## config.mk

```make
export PLATFORM = sky130hd
export DESIGN_NAME = sram_sp_port_arbiter_flat
export DESIGN_NICKNAME = d
export VERILOG_FILES = /design/src/rtl/sram_sp_port_arbiter_if.sv /design/src/rtl/sram_sp_port_arbiter.sv /design/src/flat_wrapper.sv
export SDC_FILE = /design/constraint.sdc
export NUM_CORES = 1
export LEC_CHECK = 0
export CELL_PAD_IN_SITES_DETAIL_PLACEMENT = 1
export CELL_PAD_IN_SITES_GLOBAL_PLACEMENT = 2
export CORE_AREA = 2 2 151 213
export CTS_BUF_LIST = sky130_fd_sc_hd__clkbuf_8
export CTS_CLUSTER_SIZE = 40
export DETAILED_ROUTE_END_ITERATION = 6
export DIE_AREA = 0 0 153 215
export PLACE_DENSITY_LB_ADDON = 0.1
export SYNTH_ARGS = -nofsm -noshare
export SYNTH_HDL_FRONTEND = slang
export SYNTH_SLANG_ARGS = --single-unit
```

## constraint.sdc

```tcl
create_clock -name clk -period 2.4 [get_ports clk]
set_input_delay 0.6 -clock clk [delete_from_list [all_inputs] [get_ports clk]]
set_output_delay 0.6 -clock clk [all_outputs]
set_load 0.02 [all_outputs]
```

## src/rtl/sram_sp_port_arbiter_if.sv

```systemverilog
// ----------------------------------------------------------------------------
// sram_sp_port_arbiter_if
//
// Bundles the request, response and SRAM-side signals of the single-port SRAM
// arbiter. The arbiter connects through the slave modport. A testbench or an
// integrating tile connects through the master modport, which drives the
// requester inputs and the SRAM read data.
//
// Signal summary:
//   wr_addr/wr_data/wr_valid/wr_ready   write request channel (buffet fill)
//   rd_addr/rd_valid/rd_ready           read request channel (buffet drain)
//   rd_data/rd_data_valid/rd_data_ready read response channel (buffer head)
//   addr_to_mem/data_to_mem             SRAM address and write data
//   wen_to_mem/ren_to_mem               SRAM write and read enables
//   data_from_mem                       SRAM read data, one cycle after ren
// ----------------------------------------------------------------------------
interface sram_sp_port_arbiter_if #(
    parameter int ADDR_W = 9,
    parameter int DATA_W = 64
);
    logic [ADDR_W-1:0] wr_addr;
    logic [DATA_W-1:0] wr_data;
    logic              wr_valid;
    logic              wr_ready;

    logic [ADDR_W-1:0] rd_addr;
    logic              rd_valid;
    logic              rd_ready;

    logic [DATA_W-1:0] rd_data;
    logic              rd_data_valid;
    logic              rd_data_ready;

    logic [ADDR_W-1:0] addr_to_mem;
    logic [DATA_W-1:0] data_to_mem;
    logic              wen_to_mem;
    logic              ren_to_mem;
    logic [DATA_W-1:0] data_from_mem;

    // Arbiter side: consumes requests and SRAM data, produces grants and
    // SRAM controls.
    modport slave (
        input  wr_addr, wr_data, wr_valid,
        input  rd_addr, rd_valid,
        input  rd_data_ready,
        input  data_from_mem,
        output wr_ready, rd_ready,
        output rd_data, rd_data_valid,
        output addr_to_mem, data_to_mem, wen_to_mem, ren_to_mem
    );

    // Requester/SRAM side: drives requests and the SRAM read data.
    modport master (
        output wr_addr, wr_data, wr_valid,
        output rd_addr, rd_valid,
        output rd_data_ready,
        output data_from_mem,
        input  wr_ready, rd_ready,
        input  rd_data, rd_data_valid,
        input  addr_to_mem, data_to_mem, wen_to_mem, ren_to_mem
    );
endinterface

```

## src/rtl/sram_sp_port_arbiter.sv

```systemverilog
// ----------------------------------------------------------------------------
// sram_sp_port_arbiter
//
// Shares one single-port SRAM between a write requester and a read requester.
// At most one access is granted per cycle. Under contention the grant
// alternates, with WRITE winning the first tie after reset or flush. Read data
// comes back through a 2-entry in-order response FIFO with valid/ready, so a
// stalled consumer never loses SRAM output. Reads are credit-limited so that
// buffered plus in-flight responses never exceed the FIFO depth.
//
// Ports:
//   clk     clock
//   rst_n   asynchronous active-low reset
//   clk_en  clock enable; 0 freezes all state and suppresses grants
//   flush   synchronous clear of all state; suppresses grants this cycle
//   bus     sram_sp_port_arbiter_if.slave (request, response, SRAM signals)
//
// Read latency: a grant in cycle N drives ren in cycle N, the SRAM returns
// data in N+1 (captured into the FIFO at the end of N+1), and rd_data_valid
// rises in N+2.
// ----------------------------------------------------------------------------
module sram_sp_port_arbiter #(
    parameter int ADDR_W = 9,
    parameter int DATA_W = 64
) (
    input  logic                  clk,
    input  logic                  rst_n,
    input  logic                  clk_en,
    input  logic                  flush,
    sram_sp_port_arbiter_if.slave bus
);

    typedef enum logic {
        GRANT_READ  = 1'b0,
        GRANT_WRITE = 1'b1
    } grant_t;

    grant_t            last_grant;
    logic              alive;
    logic              inflight;
    logic [1:0]        resp_count;
    logic              head_ptr;
    logic              tail_ptr;
    logic [DATA_W-1:0] resp_mem [2];

    logic              active;
    logic              wr_req;
    logic              rd_eligible;
    logic              push;
    logic              pop;
    logic [1:0]        occ;
    logic              grant_wr;
    logic              grant_rd;
    logic [ADDR_W-1:0] grant_addr;
    logic [DATA_W-1:0] grant_data;

    // Grants are only possible in cycles where state is allowed to move.
    // 'alive' drops asynchronously with rst_n, so every grant-derived output
    // goes to 0 the moment reset is asserted. It returns on the first edge
    // after release, which leaves one quiet cycle after reset.
    assign active = alive && clk_en && !flush;
    assign wr_req = active && bus.wr_valid;

    // A pop frees a buffer slot in the same cycle, so a read may still be
    // granted when the credit count is full but the head is being consumed.
    assign pop  = active && (resp_count != 2'd0) && bus.rd_data_ready;
    assign push = active && inflight;
    assign occ  = resp_count + {1'b0, inflight};

    assign rd_eligible = active && bus.rd_valid &&
                         ((occ < 2'd2) || ((occ == 2'd2) && pop));

    // One grant per cycle. Under contention the requester that did not win
    // last time gets the SRAM. An ineligible read never blocks a write.
    always_comb begin
        grant_wr = 1'b0;
        grant_rd = 1'b0;
        if (wr_req && rd_eligible) begin
            if (last_grant == GRANT_READ) begin
                grant_wr = 1'b1;
            end else begin
                grant_rd = 1'b1;
            end
        end else if (wr_req) begin
            grant_wr = 1'b1;
        end else if (rd_eligible) begin
            grant_rd = 1'b1;
        end
    end

    // SRAM address and data are zero whenever nothing is granted, which keeps
    // the memory-side bus quiet during idle, frozen, flushed or reset cycles.
    always_comb begin
        grant_addr = '0;
        grant_data = '0;
        if (grant_wr) begin
            grant_addr = bus.wr_addr;
            grant_data = bus.wr_data;
        end else if (grant_rd) begin
            grant_addr = bus.rd_addr;
        end
    end

    assign bus.wen_to_mem    = grant_wr;
    assign bus.wr_ready      = grant_wr;
    assign bus.ren_to_mem    = grant_rd;
    assign bus.rd_ready      = grant_rd;
    assign bus.addr_to_mem   = grant_addr;
    assign bus.data_to_mem   = grant_data;
    assign bus.rd_data       = resp_mem[head_ptr];
    assign bus.rd_data_valid = (resp_count != 2'd0);

    // Arbiter state: grant history, the single in-flight read flag and the
    // response FIFO. Flush clears everything even while clk_en is low and
    // drops any in-flight read, so late SRAM data is never captured.
    always_ff @(posedge clk or negedge rst_n) begin
        if (!rst_n) begin
            alive       <= 1'b0;
            last_grant  <= GRANT_READ;
            inflight    <= 1'b0;
            resp_count  <= 2'd0;
            head_ptr    <= 1'b0;
            tail_ptr    <= 1'b0;
            resp_mem[0] <= '0;
            resp_mem[1] <= '0;
        end else begin
            alive <= 1'b1;
            if (flush) begin
                last_grant  <= GRANT_READ;
                inflight    <= 1'b0;
                resp_count  <= 2'd0;
                head_ptr    <= 1'b0;
                tail_ptr    <= 1'b0;
                resp_mem[0] <= '0;
                resp_mem[1] <= '0;
            end else if (clk_en) begin
                if (push) begin
                    resp_mem[tail_ptr] <= bus.data_from_mem;
                    tail_ptr           <= ~tail_ptr;
                end
                if (pop) begin
                    head_ptr <= ~head_ptr;
                end
                case ({push, pop})
                    2'b10:   resp_count <= resp_count + 2'd1;
                    2'b01:   resp_count <= resp_count - 2'd1;
                    default: resp_count <= resp_count;
                endcase

                inflight <= grant_rd;

                if (grant_wr) begin
                    last_grant <= GRANT_WRITE;
                end else if (grant_rd) begin
                    last_grant <= GRANT_READ;
                end
            end
        end
    end

`ifndef SYNTHESIS
    // The credit check on read grants must make a push into a full FIFO
    // impossible.
    always_ff @(posedge clk) begin
        if (rst_n) begin
            assert (!(push && resp_count == 2'd2))
                else $error("response push into full buffer");
        end
    end
`endif

endmodule
```

## src/flat_wrapper.sv

```systemverilog
// flat-port wrapper written by rule: the top's interface ports become plain ports
module sram_sp_port_arbiter_flat 
#(
    parameter int ADDR_W = 9,
    parameter int DATA_W = 64
)
  (clk, rst_n, clk_en, flush, bus_wr_addr, bus_wr_data, bus_wr_valid, bus_rd_addr, bus_rd_valid, bus_rd_data_ready, bus_data_from_mem, bus_wr_ready, bus_rd_ready, bus_rd_data, bus_rd_data_valid, bus_addr_to_mem, bus_data_to_mem, bus_wen_to_mem, bus_ren_to_mem);
  sram_sp_port_arbiter_if #(.ADDR_W(ADDR_W), .DATA_W(DATA_W)) bus_i ();
  input  logic clk;
  input  logic rst_n;
  input  logic clk_en;
  input  logic flush;
  input wire logic [$bits(bus_i.wr_addr)-1:0] bus_wr_addr;
  input wire logic [$bits(bus_i.wr_data)-1:0] bus_wr_data;
  input wire logic [$bits(bus_i.wr_valid)-1:0] bus_wr_valid;
  input wire logic [$bits(bus_i.rd_addr)-1:0] bus_rd_addr;
  input wire logic [$bits(bus_i.rd_valid)-1:0] bus_rd_valid;
  input wire logic [$bits(bus_i.rd_data_ready)-1:0] bus_rd_data_ready;
  input wire logic [$bits(bus_i.data_from_mem)-1:0] bus_data_from_mem;
  output wire logic [$bits(bus_i.wr_ready)-1:0] bus_wr_ready;
  output wire logic [$bits(bus_i.rd_ready)-1:0] bus_rd_ready;
  output wire logic [$bits(bus_i.rd_data)-1:0] bus_rd_data;
  output wire logic [$bits(bus_i.rd_data_valid)-1:0] bus_rd_data_valid;
  output wire logic [$bits(bus_i.addr_to_mem)-1:0] bus_addr_to_mem;
  output wire logic [$bits(bus_i.data_to_mem)-1:0] bus_data_to_mem;
  output wire logic [$bits(bus_i.wen_to_mem)-1:0] bus_wen_to_mem;
  output wire logic [$bits(bus_i.ren_to_mem)-1:0] bus_ren_to_mem;
  assign bus_i.wr_addr = bus_wr_addr;
  assign bus_i.wr_data = bus_wr_data;
  assign bus_i.wr_valid = bus_wr_valid;
  assign bus_i.rd_addr = bus_rd_addr;
  assign bus_i.rd_valid = bus_rd_valid;
  assign bus_i.rd_data_ready = bus_rd_data_ready;
  assign bus_i.data_from_mem = bus_data_from_mem;
  assign bus_wr_ready = bus_i.wr_ready;
  assign bus_rd_ready = bus_i.rd_ready;
  assign bus_rd_data = bus_i.rd_data;
  assign bus_rd_data_valid = bus_i.rd_data_valid;
  assign bus_addr_to_mem = bus_i.addr_to_mem;
  assign bus_data_to_mem = bus_i.data_to_mem;
  assign bus_wen_to_mem = bus_i.wen_to_mem;
  assign bus_ren_to_mem = bus_i.ren_to_mem;
  sram_sp_port_arbiter #(.ADDR_W(ADDR_W), .DATA_W(DATA_W)) u_core (.clk(clk), .rst_n(rst_n), .clk_en(clk_en), .flush(flush), .bus(bus_i));
endmodule
```

# Yosys cells after proc, flatten, opt, wreduce, memory -nomap -nowiden
# Index checks and enable logic that the tools add are counted.
dict set report word_totals {
  ff_bits 135
  inputBits 153
  output_inout_bits 142
}
dict set report classes {
  add_sub_neg 3
  n_lt_le_gt_ge 4
  n_eq_ne 3
  mux 34
  n_bitwise 4
  reduce_logical 23
}
# cell n
set ops {}
lappend ops {{128-bit 2-to-1 mux} 3}
lappend ops {{64-bit 2-to-1 mux} 5}
lappend ops {{128-bit bitwise mux} 1}
lappend ops {{64-bit demux with 1-bit select} 1}
lappend ops {{1-bit 2-to-1 mux} 19}
lappend ops {{9-bit 2-to-1 mux} 2}
lappend ops {{1-bit logical AND} 11}
lappend ops {{2-bit AND reduction} 4}
lappend ops {{2-bit nonzero test} 4}
lappend ops {{3-bit nonzero test} 2}
lappend ops {{2-bit == test, second input constant} 2}
lappend ops {{2-bit >= comparator, second input constant} 2}
lappend ops {{2-bit 2-to-1 mux} 2}
lappend ops {{1-bit NOT with 2-bit output} 2}
lappend ops {{2-bit case mux with 2 select lines} 1}
lappend ops {{2-bit by 1-bit adder with 2-bit output} 1}
lappend ops {{2-bit by 1-bit adder with 2-bit output, second input constant} 1}
lappend ops {{2-bit by 1-bit == test with 1-bit output, second input constant} 1}
lappend ops {{2-bit by 1-bit < comparator with 1-bit output, second input constant} 1}
lappend ops {{2-bit < comparator, second input constant} 1}
lappend ops {{1-bit NOT} 2}
lappend ops {{2-bit by 1-bit subtractor with 2-bit output, second input constant} 1}
lappend ops {{1-bit logical NOT} 1}
lappend ops {{1-bit logical OR} 1}

# Longest topological paths before layout
dict set report depth {
  word_depth 14
  mapped_depth 7
  depth_no_buf 5
}

# Least setup slack after synthesis
# OpenSTA, ideal clock, no wires.
dict set report synth_timing {
  kind {input to output}
  startpoint {input clk_en}
  endpoint {output bus_data_to_mem[54]}
  arrival_ns 1.879
  t_required_ns 1.800
  slack_ns -0.079
  cell_stages 7
  cell_sequence {and3b_1 -> buf_6 -> a41o_1 -> a31oi_2 -> buf_6 -> buf_6 -> and2_1}
}
dict set report synth_between {
  elab_chain_cells 10
}
# item line
set synth_lines {}
lappend synth_lines {{start: declaration} flat_wrapper.sv:11} ;# input logic clk_en;
lappend synth_lines {{1-bit logical AND * (2 in series)} sram_sp_port_arbiter.sv:61} ;# assign active = alive && clk_en && !flush;
lappend synth_lines {{1-bit logical AND (2 in series)} sram_sp_port_arbiter.sv:66} ;# assign pop = active && (resp_count != 2'd0) && bus.rd_data_ready;
lappend synth_lines {{1-bit logical AND} sram_sp_port_arbiter.sv:71} ;# ((occ < 2'd2) || ((occ == 2'd2) && pop));
lappend synth_lines {{1-bit logical OR} sram_sp_port_arbiter.sv:71}
lappend synth_lines {{1-bit logical AND} sram_sp_port_arbiter.sv:70} ;# assign rd_eligible = active && bus.rd_valid &&
lappend synth_lines {{1-bit logical AND} sram_sp_port_arbiter.sv:78} ;# if (wr_req && rd_eligible) begin
lappend synth_lines {{1-bit 2-to-1 mux *} sram_sp_port_arbiter.sv:78}
lappend synth_lines {{named net bus_wen_to_mem} flat_wrapper.sv:26} ;# output wire logic [$bits(bus_i.wen_to_mem)-1:0] bus_wen_to_mem;
lappend synth_lines {{64-bit 2-to-1 mux *} sram_sp_port_arbiter.sv:96} ;# if (grant_wr) begin
lappend synth_lines {{end: declaration} flat_wrapper.sv:25} ;# output wire logic [$bits(bus_i.data_to_mem)-1:0] bus_data_to_mem;
# The timed path passes the listed nets; every way through them passes the cells marked *.

# Worst setup path in the final report
dict set report layout_timing {
  startpoint {register u_core.resp_count[0]}
  endpoint {output bus_data_to_mem[44]}
}
dict set report layout_between {
  elab_chain_cells 9
}
# item line
set layout_lines {}
lappend layout_lines {{start: declaration} sram_sp_port_arbiter.sv:41} ;# logic [1:0] resp_count;
lappend layout_lines {{start signal: assignment} sram_sp_port_arbiter.sv:145} ;# 2'b10: resp_count <= resp_count + 2'd1;
lappend layout_lines {{start signal: assignment} sram_sp_port_arbiter.sv:146} ;# 2'b01: resp_count <= resp_count - 2'd1;
lappend layout_lines {{start signal: assignment} sram_sp_port_arbiter.sv:147} ;# default: resp_count <= resp_count;
lappend layout_lines {{branches (longest 4 deep; another with 2-bit by 1-bit adder with 2-bit output)} -}
lappend layout_lines {{1-bit logical OR *} sram_sp_port_arbiter.sv:71}
lappend layout_lines {{1-bit logical AND *} sram_sp_port_arbiter.sv:70}
lappend layout_lines {{1-bit logical AND *} sram_sp_port_arbiter.sv:78}
lappend layout_lines {{1-bit 2-to-1 mux *} sram_sp_port_arbiter.sv:78}
lappend layout_lines {{64-bit 2-to-1 mux *} sram_sp_port_arbiter.sv:96}
# Every way passes the cells marked *.

==> reports/summary.txt <==
Clk pwr share: 0.407
Post-DRT Antenna Nets: 0
Max-slew headroom: 0.507
Synth Warn #: 0
Final period util: 1.23
first-pass GRT wire length: 45.5 mm
Distinct cells, synth: 32
cell repeated most along the worst path: buf_6
most frequent cells in the layout: nand2_1 (259), clkdlybuf4s50_1 (149), dfrtp_1 (134), nand3b_1 (129), buf_6 (111)
final worst slack: -0.541 ns
cell family with the largest share of critical-path delay: buffers and inverters
net switching power: 1.22 mW
# IOs: 295
register area share after synthesis: 0.479
Inserted Clock Buffers: 17
P&R area growth vs syn: 67.9%
failing checks: negative setup slack
number of global-route vias before repair: 7,271
Final Skew: 0.00933 ns
crit path capture type: primary output
DR iter-0 viols: 203
CTS clk-pin slew, worst paths: 0.08 ns
clock insertion delay at the later pin of the skew report: 0.46 ns
Comb pwr share: 0.128
Worst Path Arrival: 2.34 ns
met1 wire length: 12.4 mm
DRT Pass-1 Iters: 4
GPL Wtd Cong: 0.773
RSZ-0062 raised after global routing: true
status: complete, but fails checks
detailed placer's ending HPWL: 18.9 mm
Final Hold Viols: 0
Min-Delay Path Class: reg2reg
Overall Global Routing Usage: 0.180
Max Used Layer: met4
# rows: 77
Clock Sinks: 135
Root Driver: clkbuf_8
# fillers: 3,515
Die X: 153 um
CTS tree: built
synthesized cell area: 0.00705 mm^2
synthesized area per cell: 9.36 um^2
switching share of total power: 0.248
largest net degree at the start of global routing: 79
routed wl met3: 1.75 mm
worst-path cell chain: ha_4 > inv_2 > a41o_1 > a31oi_4 > buf_6 > buf_6 > clkbuf_16 > and2_4 > buf_6
Core ar.: 0.0311 mm^2
PortBufs: 294
area post-placement: 0.0106 mm^2
WL met2: 15.4 mm
pwr dens: 415 mW/mm^2
H-tree levels: 4
Critical Path Source Type: flip-flop
Flop pwr share: 0.466
drt total wl: 30.1 mm
total number of vias: 6,618
Residual DRC: 0
syn nets: 907
Final #Nets: 1,236
register bit count reported by yosys: 135
Die Area: 0.0329 mm^2
CP Max Fanout: 5
vias per inst: 4.44
fin crit period: 2.94 ns
Synth Instances: 753
max_cap viols: 0
Final Util: 0.380
fin area: 0.0118 mm^2
Worst Tran Pin Value: 0.739 ns
starting density of the core: 0.226
Leakage: 5.94 nW
Longest Clk Path Bufs: 2
CP max-delay cell: dfrtp_1
setup violators final: 84
fmax: 0.340 GHz
P_int: 3.69 mW
commonest non-fill, non-tap cell in the layout: nand2_1
initial antenna violation count: 2
Critical path buffers and inverters: 5
Peak VDD IR: 0.280 mV
Die Span Y: 215 um
Req. time, crit path: 1.80 ns
share of post-route cells with drive strength above 1: 0.346
Setup CP Type: reg2out
Slew Limit Fails: 0
Crit path largest cell delay: 0.44 ns
WL/cell: 20.2 um
gr ovfl total: 0
-- synth_stat cells, drive strengths merged --
library cell / instances / share of area
a211oi: 1 / 0.0011
a21o: 1 / 0.0011
a21oi: 2 / 0.0014
a22o: 9 / 0.011
a311oi: 1 / 0.0012
a31oi: 2 / 0.0027
a32o: 1 / 0.0014
a41o: 1 / 0.0014
and2: 65 / 0.058
and3: 1 / 0.00089
and3b: 2 / 0.0025
buf: 25 / 0.024
clkbuf: 36 / 0.019
conb: 1 / 0.00053
dfrtp: 135 / 0.48
ha: 1 / 0.0018
inv: 2 / 0.0011
mux2: 64 / 0.10
nand2: 259 / 0.14
nand3: 2 / 0.0014
nand3b: 129 / 0.14
nor2: 4 / 0.0021
nor2b: 1 / 0.00089
nor3: 1 / 0.00071
o2111a: 1 / 0.0016
or2: 1 / 0.00089
xnor2: 2 / 0.0025
xor2: 3 / 0.0037
-- final timing paths --
path | start | end | slack, ns | cells after the start
max in group asynchronous | rst_n | u_core.resp_mem[82] | 1.13 | 3
min in group asynchronous | rst_n | u_core.resp_mem[45] | 0.58 | 2
worst max register to register | u_core.resp_count[0] | u_core.last_grant | 0.80 | 6
worst min register to register | u_core.resp_mem[16] | u_core.resp_mem[16] | 0.51 | 2
worst min-delay path | u_core.resp_mem[16] | u_core.resp_mem[16] | 0.51 | 2
worst max-delay path | u_core.resp_count[0] | bus_data_to_mem[44] | -0.54 | 9
-- per-layer routing --
metal	vias up	GRT usage
met1	3291	0.215
met4	0	0.0485
met3	24	0.0536
met2	180	0.315
met5	-	0
li1	3123	-
-- cell families (layout without fill, tap and decap cells) --
kind of cell    count (synthesis)  after routing  share of synthesized area
simple gates                  465            465                      0.343
fa+ha+maj                       1              1                    0.00178
compound gates                 19             19                     0.0231
mux                            64             64                      0.102
flops                         135            135                      0.479
other cells                     1              3                   0.000532
xor+xnor                        5              5                    0.00622
buf+inv                        63            405                     0.0440
-- registers in the layout, indices dropped and copies added (netlist names) --
name and cells:
u_core.alive 1, u_core.head_ptr 1, u_core.inflight 1, u_core.last_grant 1
u_core.resp_count 2, u_core.resp_mem 128, u_core.tail_ptr 1
-- power by group through the flow --
stage / Combinational [mW] / Sequential [mW] / Clock [mW]
final: 0.627 / 2.29 / 2.00
after global routing: 0.671 / 2.29 / 2.18
after CTS: 0.623 / 2.29 / 2.10
after detailed placement: 0.573 / 2.33 / 0
after global placement: 0.576 / 2.33 / 0
after floorplan: 0.150 / 2.33 / 0
-- area by class of cell --
type	count	area, um^2	area share
Antenna cell	2	5.00	0.000423
Clock buffer	21	289	0.0244
Clock inverter	11	121	0.0103
Inverter	2	7.51	0.000635
Multi-Input combinational cell	555	3560	0.301
Sequential cell	135	3380	0.286
Tap cell	395	494	0.0418
Timing Repair Buffer	371	3980	0.336
-- tightest hold or removal path: stages, from the launching register on --
cell and delay (ns):
dfrtp_1 0.34, nand3b_1 0.08, nand2_1 0.06
-- through the flow --
step                hold slack, ns  instances  setup slack (ns)  power [mW]  setup TNS (ns)
floorplan                    0.304        753           -0.0361        2.48          -0.253
global placement             0.487       1414             -1.06        2.91          -71.62
detailed placement           0.493       1414             -1.08        2.90          -73.50
CTS                          0.518       1476            -0.583        5.01          -44.00
global route                 0.535       1492            -0.636        5.14          -44.12
finish                       0.515       1492            -0.541        4.91          -36.17
-- timing repair --
| item | CTS | global route |
|---|---|---|
| endpoints found under the hold margin | 19 | 0 |
| gates cloned | 8 | 5 |
| gates resized for setup | 705 | 150 |
| pin swaps | 20 | 14 |
| endpoints found under the setup margin | 142 | 131 |
| hold buffers | 1 | 0 |
| setup buffers | 22 | 16 |
Note: power is estimated with default switching activity, not from simulation.
